`config.mk`:
```
export PLATFORM = sky130hd
export DESIGN_NAME = rt_block_write_seq
export DESIGN_NICKNAME = d
export VERILOG_FILES = /design/src/rtl/rt_block_write_seq.sv
export SDC_FILE = /design/constraint.sdc
export NUM_CORES = 1
export LEC_CHECK = 0
export ABC_CLOCK_PERIOD_IN_PS = 2900
export CAP_MARGIN = 20
export CORE_ASPECT_RATIO = 0.8
export CORE_MARGIN = 2
export CORE_UTILIZATION = 51
export DETAILED_ROUTE_END_ITERATION = 8
export GPL_TIMING_DRIVEN = 0
export PLACE_DENSITY = 0.75
export REMOVE_ABC_BUFFERS = 1
export SYNTH_ARGS = -nofsm -noshare
export SYNTH_HDL_FRONTEND = slang
export SYNTH_SLANG_ARGS = --single-unit
```
`constraint.sdc`:
```
create_clock -name sysclk -period 2.9 [get_ports sysclk]
set_input_delay 0.29 -clock sysclk [delete_from_list [all_inputs] [get_ports sysclk]]
set_output_delay 0.29 -clock sysclk [all_outputs]
set_load 0.05 [all_outputs]
```
`src/rtl/rt_block_write_seq.sv`:
```
// rt_block_write_seq
//   Buffers one real-time block-write packet (NUM_CHAN per-channel command
//   quads plus a trailing trigger/control quad) and replays it as a
//   sequenced register-write burst on the bw_* port set. The top level
//   muxes the bw_* signals onto the register bus while bw_write_en=1.
//
//   Compile-time option: define RT_WRITE_TIMEOUT_EN to abandon a partial
//   packet (channel quads seen, no trigger) after TIMEOUT_CYCLES idle
//   cycles. Without it a partial packet waits indefinitely.
//
// Ports
//   sysclk, reset      clock, synchronous active-high reset
//   rt_wen/waddr/wdata real-time quad stream (one cycle per quad)
//   rt_overrun_clr     clears the sticky overrun flag
//   bw_write_en        this block owns the write bus
//   bw_reg_waddr/wdata {chan, offset} address and data of the write
//   bw_reg_wen         single-register write strobe
//   bw_blk_wstart/wen  start / end of block strobes
//   rt_busy            burst in progress
//   rt_overrun         sticky: a quad arrived during a burst and was dropped
//   rt_pkt_count       completed bursts (wrapping)

module rt_block_write_seq #(
    parameter int          NUM_CHAN       = 4,
    parameter logic [3:0]  DAC_OFFSET     = 4'h1,
    parameter logic [7:0]  CTRL_ADDR      = 8'h00,
    parameter int          TIMEOUT_CYCLES = 4096
) (
    input  logic        sysclk,
    input  logic        reset,
    input  logic        rt_wen,
    input  logic [3:0]  rt_waddr,
    input  logic [31:0] rt_wdata,
    input  logic        rt_overrun_clr,
    output logic        bw_write_en,
    output logic [7:0]  bw_reg_waddr,
    output logic [31:0] bw_reg_wdata,
    output logic        bw_reg_wen,
    output logic        bw_blk_wen,
    output logic        bw_blk_wstart,
    output logic        rt_busy,
    output logic        rt_overrun,
    output logic [15:0] rt_pkt_count
);

    if (NUM_CHAN < 1 || NUM_CHAN > 14) begin : g_bad_num_chan
        $error("rt_block_write_seq: NUM_CHAN must be in 1..14");
    end
    if (TIMEOUT_CYCLES < 2) begin : g_bad_timeout
        $error("rt_block_write_seq: TIMEOUT_CYCLES must be >= 2");
    end

    localparam logic [3:0] NCH  = 4'(NUM_CHAN);
    localparam logic [3:0] LAST = 4'(NUM_CHAN - 1);

    typedef enum logic [2:0] {
        S_IDLE, S_COLLECT, S_START, S_CH_SETUP,
        S_CH_WEN, S_CTRL_SETUP, S_CTRL_WEN, S_BLK_END
    } state_t;

    state_t              state_q, state_d;
    logic [3:0]          c_q, c_d;
    logic [31:0]         buf_q [NUM_CHAN];
    logic [NUM_CHAN-1:0] recv_q;
    logic [31:0]         ctrl_q;
    logic                ovr_q;
    logic [15:0]         cnt_q;

    logic        cap, accept, trig, drop, tmo_fire;
    logic [31:0] cur_buf;
    logic        cur_sel;

    // Quads are only accepted while no burst is running.
    assign cap    = (state_q == S_IDLE) || (state_q == S_COLLECT);
    assign accept = cap && rt_wen && (rt_waddr < NCH);
    assign trig   = cap && rt_wen && (rt_waddr == NCH);
    assign drop   = rt_wen && !cap;

    // Buffer entry and selection for the channel currently being replayed.
    always_comb begin
        cur_buf = '0;
        cur_sel = 1'b0;
        for (int i = 0; i < NUM_CHAN; i++) begin
            if (c_q == 4'(i)) begin
                cur_buf = buf_q[i];
                cur_sel = recv_q[i] && buf_q[i][31];
            end
        end
    end

`ifdef RT_WRITE_TIMEOUT_EN
    localparam int TW = $clog2(TIMEOUT_CYCLES);
    logic [TW-1:0] tmo_q;

    // Counts idle cycles in COLLECT; any accepted quad restarts it.
    assign tmo_fire = (state_q == S_COLLECT) && !accept && !trig &&
                      (tmo_q == TW'(TIMEOUT_CYCLES - 1));

    always_ff @(posedge sysclk) begin
        if (reset)                                 tmo_q <= '0;
        else if (state_q != S_COLLECT || accept)   tmo_q <= '0;
        else if (!tmo_fire)                        tmo_q <= tmo_q + 1'b1;
    end
`else
    assign tmo_fire = 1'b0;
`endif

    // State register
    always_ff @(posedge sysclk) begin
        if (reset) begin
            state_q <= S_IDLE;
            c_q     <= '0;
        end else begin
            state_q <= state_d;
            c_q     <= c_d;
        end
    end

    // Next-state logic
    always_comb begin
        state_d = state_q;
        c_d     = c_q;
        case (state_q)
            S_IDLE: begin
                if (trig)        state_d = S_START;
                else if (accept) state_d = S_COLLECT;
            end
            S_COLLECT: begin
                if (trig)          state_d = S_START;
                else if (tmo_fire) state_d = S_IDLE;
            end
            S_START: begin
                c_d     = '0;
                state_d = S_CH_SETUP;
            end
            S_CH_SETUP: begin
                if (cur_sel) begin
                    state_d = S_CH_WEN;
                end else begin
                    c_d     = c_q + 4'd1;
                    state_d = (c_q == LAST) ? S_CTRL_SETUP : S_CH_SETUP;
                end
            end
            S_CH_WEN: begin
                c_d     = c_q + 4'd1;
                state_d = (c_q == LAST) ? S_CTRL_SETUP : S_CH_SETUP;
            end
            S_CTRL_SETUP: state_d = S_CTRL_WEN;
            S_CTRL_WEN:   state_d = S_BLK_END;
            S_BLK_END:    state_d = S_IDLE;
            default:      state_d = S_IDLE;
        endcase
    end

    // Output decode: the bus is driven purely from the state, so a reset
    // mid-burst releases it on the very next edge.
    always_comb begin
        bw_write_en   = 1'b0;
        bw_blk_wstart = 1'b0;
        bw_reg_wen    = 1'b0;
        bw_blk_wen    = 1'b0;
        bw_reg_waddr  = '0;
        bw_reg_wdata  = '0;
        case (state_q)
            S_START: begin
                bw_write_en   = 1'b1;
                bw_blk_wstart = 1'b1;
            end
            S_CH_SETUP, S_CH_WEN: begin
                bw_write_en  = 1'b1;
                bw_reg_waddr = {c_q + 4'd1, DAC_OFFSET};
                bw_reg_wdata = cur_buf;
                bw_reg_wen   = (state_q == S_CH_WEN);
            end
            S_CTRL_SETUP, S_CTRL_WEN: begin
                bw_write_en  = 1'b1;
                bw_reg_waddr = CTRL_ADDR;
                bw_reg_wdata = ctrl_q;
                bw_reg_wen   = (state_q == S_CTRL_WEN);
            end
            S_BLK_END: begin
                bw_write_en = 1'b1;
                bw_blk_wen  = 1'b1;
            end
            default: ;
        endcase
    end

    assign rt_busy      = !cap;
    assign rt_overrun   = ovr_q;
    assign rt_pkt_count = cnt_q;

    // Packet buffers, overrun flag and burst counter
    always_ff @(posedge sysclk) begin
        if (reset) begin
            for (int i = 0; i < NUM_CHAN; i++) buf_q[i] <= '0;
            recv_q <= '0;
            ctrl_q <= '0;
            ovr_q  <= 1'b0;
            cnt_q  <= '0;
        end else begin
            if (accept) begin
                for (int i = 0; i < NUM_CHAN; i++) begin
                    if (rt_waddr == 4'(i)) begin
                        buf_q[i]  <= rt_wdata;
                        recv_q[i] <= 1'b1;
                    end
                end
            end
            if (trig) ctrl_q <= rt_wdata;
            if (state_q == S_BLK_END || tmo_fire) recv_q <= '0;
            // A drop in the same cycle as a clear keeps the flag set.
            if (drop)                ovr_q <= 1'b1;
            else if (rt_overrun_clr) ovr_q <= 1'b0;
            if (state_q == S_BLK_END) cnt_q <= cnt_q + 16'd1;
        end
    end

endmodule
```
==> results of run 1 <==
routing by layer:
metal	global-route usage	wire length [um]	up-vias
met2	0.401	10500	232
met3	0.0510	1580	17
li1	-	-	3122
met4	0.0685	306	0
met5	0	0	-
met1	0.358	9890	3227
area by class of cell:
| class | instances | area (sq um) | share of cell area |
|---|---|---|---|
| clock inverters | 8 | 70.1 | 0.00659 |
| well taps | 220 | 275 | 0.0259 |
| multi-input cells | 579 | 3390 | 0.319 |
| clock buffers | 23 | 468 | 0.0440 |
| inverters | 8 | 33.8 | 0.00318 |
| flip-flops and latches | 188 | 5050 | 0.475 |
| repair buffers | 141 | 1340 | 0.126 |
per-stage QoR:
step                instances  total power, mW  hold WS, ps
floorplan                 772             3.41          359
detailed placement       1105             3.73          447
finish                   1167             5.93          335
CTS                      1157             5.90          328
global route             1167             6.10          348
global placement         1090             3.68          442
timing repair:
action / CTS / global route
cloned: 3 / 0
gates resized for setup: 192 / 10
setup endpoints to repair: 37 / 129
pin swaps: 4 / 2
hold buffers: 0 / 0
setup buffers: 18 / 10
power by group through the flow:
stage	logic [mW]	registers, mW	clock network, mW
after global routing	0.807	3.01	2.29
after floorplan	0.369	3.04	0
final	0.755	3.00	2.17
after detailed placement	0.671	3.06	0
after CTS	0.717	3.00	2.18
after global placement	0.627	3.05	0
critical path: cells and delay by family, from the launching register on:
family	cells	cell delay [ps]
simple gates	1	120
compound gates	1	250
buf+inv	2	430
xor+xnor	1	870
flops	1	420
synthesized netlist by cell type, types with 5 or more instances:
master,number
a21oi_1,47
a22oi_1,33
and2_1,129
buf_2,18
clkbuf_1,39
dfxtp_1,60
edfxtp_1,128
ha_1,5
inv_1,7
nand2_1,138
nand3_1,5
nand4_1,7
nor2_1,33
nor3_1,9
o211ai_1,28
o21ai_0,48
o21ai_1,18
or2_2,5
or3_1,5
xnor2_1,7
xor2_1,8
flip-flops by register name (all words and copies together), names as in the netlist:
| register | count |
|---|---|
| ctrl_q | 32 |
| buf_q | 128 |
| rt_overrun | 1 |
| state_q | 3 |
| rt_pkt_count | 16 |
| c_q | 4 |
| recv_q | 4 |
how the worst max path moves through the flow:
stage	startpoint	endpoint	depth (start not counted)
after floorplan	c_q[0]	bw_reg_wdata[0]	7
after global placement	c_q[0]	bw_reg_wdata[28]	7
after detailed placement	c_q[1]	bw_reg_wdata[9]	9
after CTS	c_q[0]	bw_reg_wdata[9]	8
after global routing	c_q[1]	bw_reg_wdata[22]	10
final	state_q[0]	bw_reg_wdata[28]	5
kinds of logic (layout without fill, tap and decap cells):
kind of cell,count (synthesis),after routing,share of synthesized area
and+or+nand+nor,357,360,0.216
AOI/OAI and AO/OA,194,194,0.137
DFF,188,188,0.586
buffers and inverters,69,180,0.0349
xor gates and xnor gates,15,15,0.0153
adders and majority gates,5,5,0.00727
muxes,2,2,0.00233
other,1,3,0.000436
==> results_dict.tcl, run 1 <==
set metrics [dict create \
    critPathMaxStageDelay_ps 870 \
    holdPathEnd "rt_pkt_count[3]" \
    seq_power_share 0.506 \
    synth-seq-cells 188 \
    syn-instance-count 831 \
    place_congestion 0.770 \
    required_ps 2610 \
    status "completed" \
    cts-root-buf "clkbuf_16" \
    r2r-start "state_q[1]" \
    worst_pin_slew_ps 1040 \
    clk_path_buf_depth 2 \
    drtAntennaViolNets 0 \
    grt_pass1_vias 6212 \
    r2r_cells 5 \
    die_w_um 149 \
    crit_path_start_kind "flip-flop" \
    synth-main-ff-cell "edfxtp_1" \
    end_kind "primary output" \
    yosys.area.top_type_share 0.447 \
    fin_nets 980 \
    clkPwrFrac 0.366 \
    mostFrequentLayoutCells "nand2_1, and2_1, edfxtp_1" \
    path_max_fanout 20 \
    tritoncts "built" \
    setup_ws_ps 83.5 \
    dieArea_sq_um 17900 \
    h-tree-depth 4 \
    yosysWarnings 0 \
    num_vias 6598 \
    reg2reg_to "buf_q[3][10]" \
    place_area_sq_um 9890 \
    cts.sinks 188 \
    final-setup-viol-count 0 \
    crit_type "reg -> out" \
    synth_edf_count 128 \
    route.detailed.drc 0 \
    cp_cell_sequence "xnor2_1, nor2_4, buf_4, a22o_1, clkbuf_4" \
    period_needed_ps 2820 \
    clk_pin_slew_ps 70 \
    wl_mm 22.3 \
    finalSetupTns_ps 0 \
    antenna_found_initial 0 \
    worstSkewPairLatency_ps 430 \
    fillers 1337 \
    row_count 42 \
    hold_path_class "in -> reg" \
    ios 102 \
    fmax_mhz 355 \
    leakage_nw 3.88 \
    synth-seq-area-share 0.586 \
    arrival_ps 2530 \
    fin_util 0.642 \
    coreArea_sq_um 16600 \
    hpwlAfterDp_mm 12.7 \
    numCtsBuffers 17 \
    grt_max_degree 43 \
    start_util 0.520 \
    n_antenna_cell 0 \
    r2r_setup_slack_ps 230 \
    final_common_cell "nand2_1" \
    combPwrFrac 0.127 \
    yosys.area.top_type "edfxtp_1" \
    crit_slowest_cell "xnor2_1" \
    pwr_density_cell_nw_per_um2 558 \
    ir_drop_mv 0.413 \
    die_h_um 120 \
    max_slew_margin 0.300 \
    grt_usage 0.253 \
    fin_skew_ps 7.64 \
    grt_pass1_wl_mm 34.3 \
    drive_gt1_frac 0.140 \
    fin_area_sq_um 10600 \
    synth.area.top_cells "edfxtp_1, dfxtp_1, and2_1" \
    fin_crit_sh 0.971 \
    switching_power_mw 1.48 \
    cap_viol_max_count 0 \
    syn_area_per_cell_sq_um 10.4 \
    min-delay-start "reset" \
    overflow 0 \
    ys_async_sr_fraction 0 \
    drt_iter0_drc 634 \
    vias_per_cell 5.65 \
    dr.pass1.iters 5 \
    synthDistinctLibCells 50 \
    swShare 0.250 \
    drv_slew 0 \
    area_growth_pct 23.5 \
    wire_per_inst_um 19.1 \
    portBuffers 98 \
    whs_path_depth 2 \
    hold_violations 0 \
    dp_worst_setup_slack_ps -779 \
    synth.cell_area_sq_um 8600 \
    internal_power_mw 4.45 \
]
Power figures use the tool's default switching activity.
==> inputs of run 2 (changes only) <==
--- a/config.mk
+++ b/config.mk
@@ -5,6 +5,7 @@
 export SDC_FILE = /design/constraint.sdc
 export NUM_CORES = 1
 export LEC_CHECK = 0
+export ABC_AREA = 1
 export ABC_CLOCK_PERIOD_IN_PS = 2900
 export CAP_MARGIN = 20
 export CORE_ASPECT_RATIO = 0.8
==> run 2 against run 1 <==
- routed wire length fell by 10%
- flip-flop and latch count stayed put
- register-to-register slack improved by 360 ps
- via count decreased by 0.12%
- sequential power about the same
- global-route usage shrank 2.1 points
- critical path depth up 4
- first-iteration DRC count shrank 25%
- setup slack better by 2.0 ps
- synthesized cell count rose by 8.3%
- core utilization fell by 0.78 points
- critical endpoint is now bw_reg_wdata[14]
==> results_dict.tcl, run 2 <==
set metrics [dict create \
    period_needed_ps 2810 \
    yosys.area.top_type "edfxtp_1" \
    drt_iter0_drc 477 \
    ios 102 \
    ys_async_sr_fraction 0 \
    overflow 0 \
    reg2reg_to "buf_q[0][25]" \
    rsz0062_at_grt "no" \
    n_antenna_cell 0 \
    vias_per_cell 5.39 \
    numCtsBuffers 17 \
    dieArea_sq_um 17700 \
    hold_path_class "reg -> reg" \
    wl_mm 20.0 \
    clk_path_buf_depth 2 \
    crit_type "reg -> out" \
    yosys.area.top_type_share 0.452 \
    dp_cells 1174 \
    status "completed" \
    tritoncts "built" \
    fmax_mhz 355 \
    min-delay-start "ctrl_q[4]" \
    fin_util 0.634 \
    synth-seq-area-share 0.593 \
    mostFrequentLayoutCells "nor2_1, edfxtp_1, inv_1" \
    wire_per_inst_um 16.3 \
    swShare 0.234 \
    combPwrFrac 0.097 \
    r2r_setup_slack_ps 590 \
    hold_violations 0 \
    clkPwrFrac 0.388 \
    path_max_fanout 40 \
    finalNonFillerCells 1223 \
    place_congestion 0.843 \
    hpwlAfterDp_mm 11.4 \
    max_slew_margin 0.427 \
    area_growth_pct 22.5 \
    setup_ws_ps 85.5 \
    synth-main-ff-cell "edfxtp_1" \
    grt_pass1_vias 6230 \
    synth_edf_count 128 \
    grt_usage 0.232 \
    synth.area.top_cells "edfxtp_1, dfxtp_1, nor2_1" \
    worst_pin_slew_ps 857 \
    end_kind "primary output" \
    cts-root-buf "clkbuf_16" \
    switching_power_mw 1.36 \
    route.detailed.drc 0 \
    synthDistinctLibCells 36 \
    whs_path_depth 2 \
    start_util 0.517 \
    seq_power_share 0.516 \
    ir_drop_mv 0.400 \
    antenna_found_initial 0 \
    dr.pass1.iters 4 \
    required_ps 2610 \
    cp_cell_sequence "ha_1, inv_1, nor2_4, inv_4, buf_12, or2_2, nand3_1, o21ai_0, buf_4" \
    grt_pass1_wl_mm 31.8 \
    crit_slowest_cell "dfxtp_2" \
    row_count 42 \
    synth_most_common_cell "nor2_1" \
    synth.cell_area_sq_um 8510 \
    clk_pin_slew_ps 60 \
    r2r_cells 7 \
    largest_reg_flops 128 \
    grt_max_degree 65 \
    die_h_um 120 \
    drive_gt1_frac 0.149 \
    holdPathEnd "ctrl_q[4]" \
    fin_crit_sh 0.971 \
    internal_power_mw 4.45 \
    r2r-start "state_q[0]" \
    fin_skew_ps 5.78 \
    leakage_nw 4.07 \
    synth-seq-cells 188 \
    hold_slack_ps 447 \
    drv_slew 0 \
    cap_viol_max_count 0 \
    fin_nets 1035 \
    pwr_density_cell_nw_per_um2 558 \
    syn_area_per_cell_sq_um 9.46 \
    cts_hold_buf 0 \
    crit_path_start_kind "flip-flop" \
    final_common_cell "nor2_1" \
    h-tree-depth 4 \
    dp_worst_setup_slack_ps -534 \
    top_register "buf_q" \
    worstSkewPairLatency_ps 430 \
    critPathMaxStageDelay_ps 420 \
    portBuffers 98 \
    cts.sinks 188 \
    final-setup-viol-count 0 \
    arrival_ps 2520 \
    coreArea_sq_um 16400 \
    die_w_um 148 \
    drtAntennaViolNets 0 \
    num_vias 6590 \
    synth_common_cells "nor2_1, edfxtp_1, inv_1, nand2_1, o21ai_0" \
    syn-instance-count 900 \
    yosysWarnings 0 \
]
==> run 2: cell types whose count changed in the layout (fill, tap and decap cells not counted), moves of 17 or more <==
cell | previous run | this run
and2_1 | 129 | 0
nor2_1 | 32 | 150
inv_1 | 6 | 104
nand2_1 | 138 | 74
nand3_1 | 5 | 46
or2_2 | 5 | 31
o21ai_0 | 44 | 67
buf_4 | 36 | 19
==> run 2: logic make-up after synthesis <==
logic type / count (synthesis) / synth area share
flops: 188 / 0.593
xor+xnor: 1 / 0.00103
compound gates: 202 / 0.138
simple gates: 341 / 0.183
fa+ha+maj: 5 / 0.00735
other cells: 1 / 0.000441
buf+inv: 162 / 0.0776
==> run 2: worst max-delay path: cells and delay by family (launching register included) <==
kind | cells | cell delay, ps
adders and majority gates | 1 | 220
and+or+nand+nor | 3 | 530
DFF | 1 | 420
AOI/OAI and AO/OA | 1 | 190
buffers and inverters | 4 | 720
==> run 2: through the flow <==
stage               power, mW  instance area, sq um  setup TNS [ps]
floorplan                3.39                  8270           -3100
global placement         3.60                  9520         -542070
detailed placement       3.61                  9740         -101780
CTS                      5.84                 10500               0
global route             6.00                 10400               0
finish                   5.82                 10400               0
==> run 2: how the worst max path moves through the flow <==
stage                     startpoint  slack (ps)  cells after the start                to
final                         c_q[0]          90                      9  bw_reg_wdata[14]
after global routing      state_q[0]           2                      7   bw_reg_waddr[7]
after CTS                     c_q[0]           1                      9  bw_reg_wdata[28]
after detailed placement      c_q[0]        -530                      8  bw_reg_wdata[23]
after global placement         reset       -1930                      3      buf_q[3][19]
after floorplan               c_q[0]        -170                      7  bw_reg_wdata[18]
==> run 2: cell type report <==
class	instances	area (sq um)
repair buffers	120	1190
well taps	220	275
multi-input cells	554	2920
fillers	1340	6020
clock buffers	24	472
inverters	109	432
flip-flops and latches	188	5050
clock inverters	8	95.1
==> run 2: power by group through the flow <==
stage	Clock [mW]	Sequential, mW	Combinational, mW
floorplan	0	3.06	0.335
global placement	0	3.06	0.540
detailed placement	0	3.06	0.555
CTS	2.28	3.00	0.565
global route	2.38	3.01	0.611
finish	2.26	3.00	0.561
==> run 2: repair_timing <==
item,CTS,global route
pin swaps,4,0
cloned,2,0
endpoints found under the setup margin,55,217
setup buffers,14,1
endpoints found under the hold margin,0,0
resized for setup,153,58
==> run 2: metal layers <==
metal,vias up,share of wire,routed length [um],track usage
met1,3115,0.44,8860,0.315
met3,25,0.064,1270,0.0380
met5,-,0,0,0
met2,232,0.48,9540,0.383
li1,3218,-,-,-
met4,0,0.015,291,0.0798
